<file path="src/rtl/led_pattern_ctrl_if.sv">
// Control/status bundle for led_pattern_ctrl.
//   master : the sequencer side; drives power_now, step, pause and mode, and
//            observes led, wrap and dir_up.
//   slave  : the LED controller side.
// WIDTH must match the WIDTH of the led_pattern_ctrl instance it is bound to.
interface led_pattern_ctrl_if #(
  parameter int unsigned WIDTH = 8
);
  logic             power_now;  // block enable
  logic             step;       // single-cycle advance tick
  logic             pause;      // hold pattern, ignore step
  logic [1:0]       mode;       // 0 rot right, 1 rot left, 2 bounce, 3 fill
  logic [WIDTH-1:0] led;        // LED drive, active-high
  logic             wrap;       // one-cycle pulse at the end of each pattern period
  logic             dir_up;     // bounce direction, 1 = toward MSB

  modport master (
    output power_now, step, pause, mode,
    input  led, wrap, dir_up
  );

  modport slave (
    input  power_now, step, pause, mode,
    output led, wrap, dir_up
  );
endinterface

</file>
<file path="src/rtl/led_pattern_ctrl.sv">
// Running-light controller for a WIDTH-bit LED bank.
// Patterns: rotate right, rotate left, bounce (ping-pong), bar fill from the MSB.
// One position per qualified step; all outputs registered (1-cycle latency).
// Power-off or a mode change reloads the start pattern of the selected mode.
//
// Ports:
//   clk    : system clock
//   rst_n  : asynchronous active-low reset
//   bus    : led_pattern_ctrl_if.slave (power_now, step, pause, mode -> led, wrap, dir_up)
//
// Parameters:
//   WIDTH  : number of LEDs, 2..32
//   DIV    : step prescale ratio, 1..255, only used with STEP_DIV_EN
//
// Build option: define STEP_DIV_EN to insert an 8-bit step prescaler so that
// only every DIV-th step pulse advances the pattern.
module led_pattern_ctrl #(
  parameter int unsigned WIDTH = 8,
  parameter int unsigned DIV   = 4
) (
  input logic              clk,
  input logic              rst_n,
  led_pattern_ctrl_if.slave bus
);

  typedef enum logic [1:0] {
    ModeRotR   = 2'd0,
    ModeRotL   = 2'd1,
    ModeBounce = 2'd2,
    ModeFill   = 2'd3
  } mode_e;

  localparam logic [WIDTH-1:0] Msb1    = {1'b1, {(WIDTH-1){1'b0}}};
  localparam logic [WIDTH-1:0] Lsb1    = WIDTH'(1);
  localparam logic [WIDTH-1:0] AllOnes = '1;

  mode_e            mode_in;
  mode_e            mode_q, mode_d;
  logic [WIDTH-1:0] led_q, led_d;
  logic             wrap_q, wrap_d;
  logic             dir_up_q, dir_up_d;
  logic             reload;
  logic             qual_step;
  logic             led_onehot;

  assign mode_in    = mode_e'(bus.mode);
  // Power-off and mode change share the same reload behaviour; any step is dropped.
  assign reload     = !bus.power_now || (mode_in != mode_q);
  assign led_onehot = (led_q != '0) && ((led_q & (led_q - Lsb1)) == '0);

  function automatic logic [WIDTH-1:0] start_pattern(input mode_e m);
    logic [WIDTH-1:0] p;
    unique case (m)
      ModeRotR:   p = Msb1;
      ModeRotL:   p = Lsb1;
      ModeBounce: p = Msb1;
      ModeFill:   p = '0;
      default:    p = Msb1;
    endcase
    return p;
  endfunction

`ifdef STEP_DIV_EN
  localparam logic [7:0] DivLast = 8'(DIV - 1);

  logic [7:0] cnt_q, cnt_d;

  // Pause holds the count; reload (power-off or mode change) clears it.
  always_comb begin
    cnt_d     = cnt_q;
    qual_step = 1'b0;
    if (reload) begin
      cnt_d = '0;
    end else if (!bus.pause && bus.step) begin
      if (cnt_q == DivLast) begin
        cnt_d     = '0;
        qual_step = 1'b1;
      end else begin
        cnt_d = cnt_q + 8'd1;
      end
    end
  end

  always_ff @(posedge clk or negedge rst_n) begin
    if (!rst_n) begin
      cnt_q <= '0;
    end else begin
      cnt_q <= cnt_d;
    end
  end
`else
  logic [7:0] unused_div;
  assign unused_div = 8'(DIV);
  assign qual_step  = bus.step;
`endif

  always_comb begin
    mode_d   = mode_q;
    led_d    = led_q;
    wrap_d   = 1'b0;
    dir_up_d = dir_up_q;
    if (reload) begin
      mode_d   = mode_in;
      led_d    = start_pattern(mode_in);
      dir_up_d = 1'b0;
    end else if (!bus.pause && qual_step) begin
      unique case (mode_q)
        ModeRotR: begin
          if (led_q == Lsb1) begin
            led_d  = Msb1;
            wrap_d = 1'b1;
          end else if (led_onehot) begin
            led_d = led_q >> 1;
          end else begin
            led_d = Msb1;
          end
        end
        ModeRotL: begin
          if (led_q == Msb1) begin
            led_d  = Lsb1;
            wrap_d = 1'b1;
          end else if (led_onehot) begin
            led_d = led_q << 1;
          end else begin
            led_d = Lsb1;
          end
        end
        ModeBounce: begin
          if (!led_onehot) begin
            led_d    = Msb1;
            dir_up_d = 1'b0;
          end else if (!dir_up_q) begin
            if (led_q == Lsb1) begin
              // Defensive: already at the bottom while moving down, turn around.
              led_d    = led_q << 1;
              dir_up_d = 1'b1;
            end else begin
              led_d    = led_q >> 1;
              // Turn in the same update that lands on LSB1.
              dir_up_d = (led_q == (Lsb1 << 1));
            end
          end else begin
            if (led_q == Msb1) begin
              led_d    = led_q >> 1;
              dir_up_d = 1'b0;
            end else begin
              led_d = led_q << 1;
              if (led_q == (Msb1 >> 1)) begin
                dir_up_d = 1'b0;
                wrap_d   = 1'b1;
              end
            end
          end
        end
        ModeFill: begin
          if (led_q == AllOnes) begin
            led_d  = '0;
            wrap_d = 1'b1;
          end else begin
            led_d = {1'b1, led_q[WIDTH-1:1]};
          end
        end
        default: ;
      endcase
    end
  end

  always_ff @(posedge clk or negedge rst_n) begin
    if (!rst_n) begin
      mode_q   <= ModeRotR;
      led_q    <= Msb1;
      wrap_q   <= 1'b0;
      dir_up_q <= 1'b0;
    end else begin
      mode_q   <= mode_d;
      led_q    <= led_d;
      wrap_q   <= wrap_d;
      dir_up_q <= dir_up_d;
    end
  end

  assign bus.led    = led_q;
  assign bus.wrap   = wrap_q;
  assign bus.dir_up = dir_up_q;

endmodule
</file>
<file path="src/flat_wrapper.sv">
// flat-port wrapper written by rule: the top's interface ports become plain ports
module led_pattern_ctrl_flat 
#(
  parameter int unsigned WIDTH = 8,
  parameter int unsigned DIV   = 4
)
  (clk, rst_n, bus_power_now, bus_step, bus_pause, bus_mode, bus_led, bus_wrap, bus_dir_up);
  led_pattern_ctrl_if #(.WIDTH(WIDTH)) bus_i ();
  input logic clk;
  input logic rst_n;
  input wire logic [$bits(bus_i.power_now)-1:0] bus_power_now;
  input wire logic [$bits(bus_i.step)-1:0] bus_step;
  input wire logic [$bits(bus_i.pause)-1:0] bus_pause;
  input wire logic [$bits(bus_i.mode)-1:0] bus_mode;
  output wire logic [$bits(bus_i.led)-1:0] bus_led;
  output wire logic [$bits(bus_i.wrap)-1:0] bus_wrap;
  output wire logic [$bits(bus_i.dir_up)-1:0] bus_dir_up;
  assign bus_i.power_now = bus_power_now;
  assign bus_i.step = bus_step;
  assign bus_i.pause = bus_pause;
  assign bus_i.mode = bus_mode;
  assign bus_led = bus_i.led;
  assign bus_wrap = bus_i.wrap;
  assign bus_dir_up = bus_i.dir_up;
  led_pattern_ctrl #(.WIDTH(WIDTH), .DIV(DIV)) u_core (.clk(clk), .rst_n(rst_n), .bus(bus_i));
endmodule
</file>
<file path="config.mk">
export PLATFORM = sky130hd
export DESIGN_NAME = led_pattern_ctrl_flat
export DESIGN_NICKNAME = d
export VERILOG_FILES = /design/src/rtl/led_pattern_ctrl_if.sv /design/src/rtl/led_pattern_ctrl.sv /design/src/flat_wrapper.sv
export SDC_FILE = /design/constraint.sdc
export NUM_CORES = 1
export LEC_CHECK = 0
export CAP_MARGIN = 25
export CORE_ASPECT_RATIO = 0.6
export CORE_UTILIZATION = 35
export DETAILED_ROUTE_END_ITERATION = 12
export HOLD_SLACK_MARGIN = 0.15
export PLACE_DENSITY = 0.59
export SYNTH_ARGS = -nofsm -noshare
export SYNTH_HDL_FRONTEND = slang
export SYNTH_SLANG_ARGS = --single-unit
</file>
<file path="constraint.sdc">
create_clock -name clk -period 6.9 [get_ports clk]
set_clock_uncertainty 0.05 [all_clocks]
set_input_delay 1.035 -clock clk [delete_from_list [all_inputs] [get_ports clk]]
set_output_delay 1.035 -clock clk [all_outputs]
set_load 0.01 [all_outputs]
</file>
==> impl_metrics.tcl <==
set metrics [dict create \
    status "complete, no violations" \
    hold_class "flop to flop" \
    ys_ff_latch 12 \
    die_x_um 70.8 \
    syn_nets 134 \
    slew_violations 0 \
    met1Wirelength_um 1500 \
    synth_edf_count 0 \
    fin_setup_tns_ps 0 \
    cts.sinks 12 \
    dpl-instance-area_mm2 0.00113 \
    critPathLaunch "bus_mode[0]" \
    seq_area_frac_synth_pct 30.4 \
    grt_overflow_total 0 \
    rows 14 \
    ant_nets 0 \
    cts_buffers 3 \
    timing.final.crit_share_pct 41.6 \
    placed_cells 161 \
    port_buffers 16 \
    r2r-start "u_core.bus.led[1]" \
    drtIter0Drc 139 \
    post_cts_buffers 0 \
    fin_crit_ps 2870 \
    postCtsHoldBufs 0 \
    setup_violations 0 \
    vias 1061 \
    instances_no_fill 165 \
    drc 0 \
    nets 141 \
    powerDensity_mw_per_mm2 158 \
    crit_fanout 10 \
    ys.warnings.count 0 \
    rsz0062_at_grt "no" \
    power_leakage_uw 0.000459 \
    area_growth_pct 18.1 \
    cts_max_path_buffers 2 \
    required_ps 7020 \
    start_util_pct 38.3 \
    die_h_um 43.3 \
    final_area_mm2 0.00117 \
    whs_ps 628 \
    cts_tree "done" \
    route.met2.wl_um 1170 \
    htreeDepth 1 \
    start_kind "input pin" \
    avgSynthCellArea_um2 7.82 \
    endpoint_kind "flop" \
    cp.arrival_ps 2990 \
    syn-cell-area_um2 993 \
    grt_max_degree 14 \
    coreArea_mm2 0.00259 \
    grt_use_total_pct 19.9 \
    worst_pin_slew_ps 632 \
    synth_cells 127 \
    post_drt_wl_per_cell_um 17.7 \
    slew_headroom_pct 57.5 \
    fmax_ghz 0.348 \
    async_reset_ff_share_pct 100 \
    globalplace.congestion 0.945 \
    ys.flop_type "dfrtp_1" \
    grt_pass1_vias 900 \
    power_uw 186 \
    cts_resized 0 \
    wl_um 2920 \
    drive_gt1_share_pct 6.77 \
    ioPinCount 17 \
    top_layer "met4" \
    path_clk_slew_ps 50 \
    diodes 0 \
    via_per_inst 6.43 \
    grt_antenna_before_repair 0 \
    synth_cell_types 46 \
    holdCritStartpoint "u_core.bus.led[7]" \
    grt_pass1_wl_um 4660 \
    drt_pass1_iterations 6 \
    cap_violations 0 \
    cts_root_buffer "clkbuf_8" \
    critPathKind "input pin to flop" \
    dp_hpwl_um 2140 \
    wl_met3_um 231 \
    die_area_mm2 0.00306 \
    vdd_drop_max_mv 0.0494 \
    insertion_delay_ps 240 \
    n_fill_cell 255 \
    finalHoldViolCount 0 \
]
[registers in the layout, indices dropped and copies added (netlist names)]
| name | cells |
|---|---|
| u_core.bus.dir_up | 1 |
| u_core.bus.led | 8 |
| u_core.bus.wrap | 1 |
| u_core.mode_q | 2 |
[cells in the mapped netlist (2+ instances only)]
master | instances | area share (%)
nand2_1 | 13 | 4.9
nor2_1 | 13 | 4.9
dfrtp_1 | 11 | 28
clkbuf_1 | 10 | 3.8
o21ai_0 | 6 | 3.0
a21oi_1 | 5 | 2.5
a22oi_1 | 4 | 3.0
nand2b_1 | 4 | 2.5
nor3_1 | 4 | 2.0
a211oi_1 | 3 | 2.3
a221oi_1 | 3 | 2.6
a31o_1 | 3 | 2.6
nand3_1 | 3 | 1.5
nand4_1 | 3 | 1.9
o22ai_1 | 3 | 1.9
a21o_1 | 2 | 1.5
a22o_1 | 2 | 1.8
a31oi_1 | 2 | 1.3
and3_1 | 2 | 1.3
inv_1 | 2 | 0.76
o211ai_1 | 2 | 1.5
o21a_1 | 2 | 1.5
xnor2_1 | 2 | 1.8
[power by group]
part / internal [uW] / switching (uW)
Combinational: 17.3 / 20.9
Clock: 40.6 / 26.1
Sequential: 73.1 / 7.47
Total: 131 / 54.5
[worst max-delay path, stage by stage]
cell,delay (ps)
clkdlybuf4s50_1,530
xnor2_1,150
nand3_1,310
nor2_1,360
o211ai_1,240
o21ai_0,230
a31o_1,120
[layout by cell type, fill, tap and decap left out, types with 2 or more instances in the layout]
cell type / netlist / layout
a211oi_1: 3 / 3
a22oi_1: 4 / 4
dfrtp_1: 11 / 11
a31oi_1: 2 / 2
a21oi_1: 5 / 5
nand3_1: 3 / 3
clkbuf_8: 0 / 3
inv_1: 2 / 2
nor2_1: 13 / 13
nand2b_1: 4 / 4
clkdlybuf4s50_1: 0 / 16
xnor2_1: 2 / 2
nand2_1: 13 / 13
o22ai_1: 3 / 3
o21ai_0: 6 / 6
nor3_1: 4 / 4
nand4_1: 3 / 3
o21a_1: 2 / 2
a31o_1: 3 / 3
and3_1: 2 / 2
a21o_1: 2 / 2
a22o_1: 2 / 2
o211ai_1: 2 / 2
a221oi_1: 3 / 3
[area by class of cell]
class | instances | area, um2 | share of cell area [%]
Multi-Input combinational cell | 99 | 619 | 52.8
Timing Repair Buffer | 16 | 160 | 13.6
Sequential cell | 12 | 302 | 25.7
Tap cell | 32 | 40.0 | 3.41
Inverter | 2 | 7.51 | 0.640
Clock buffer | 4 | 45.0 | 3.84
[cells by family after synthesis]
kind of cell | Yosys count | share of synthesized area [%]
adder cells (fa/ha/maj) | 1 | 1.01
AND/OR/NAND/NOR | 52 | 27.7
buffers and inverters | 16 | 7.30
XOR/XNOR | 3 | 2.65
AO/OA/AOI/OAI | 43 | 31.0
flip-flops | 12 | 30.4
[routing by layer]
| layer | vias up | track usage [%] |
|---|---|---|
| met5 | - | 0 |
| met4 | 0 | 4.80 |
| met3 | 8 | 2.85 |
| met2 | 60 | 26.5 |
| met1 | 509 | 32.4 |
| li1 | 484 | - |
[path summary, 6_finish.rpt]
kind / end / slack [ps] / depth (start not counted)
max: u_core.bus.led[6] / 4030 / 7
min: u_core.bus.led[6] / 630 / 1
max reg2reg: u_core.bus.led[4] / 4410 / 6
min reg2reg: u_core.bus.led[6] / 630 / 1
max in group asynchronous: u_core.bus.led[7] / 5310 / 1
min in group asynchronous: u_core.mode_q[1] / 1110 / 1
[per-stage QoR]
stage                     setup WS (ps)  utilization [%]
after detailed placement           3820             43.5
final                              4030             45.3
after global placement             3890             43.5
after CTS                          4040             45.3
after global routing               3830             45.3
after floorplan                    4580                -
No activity file was read; power rests on OpenSTA's default activity.
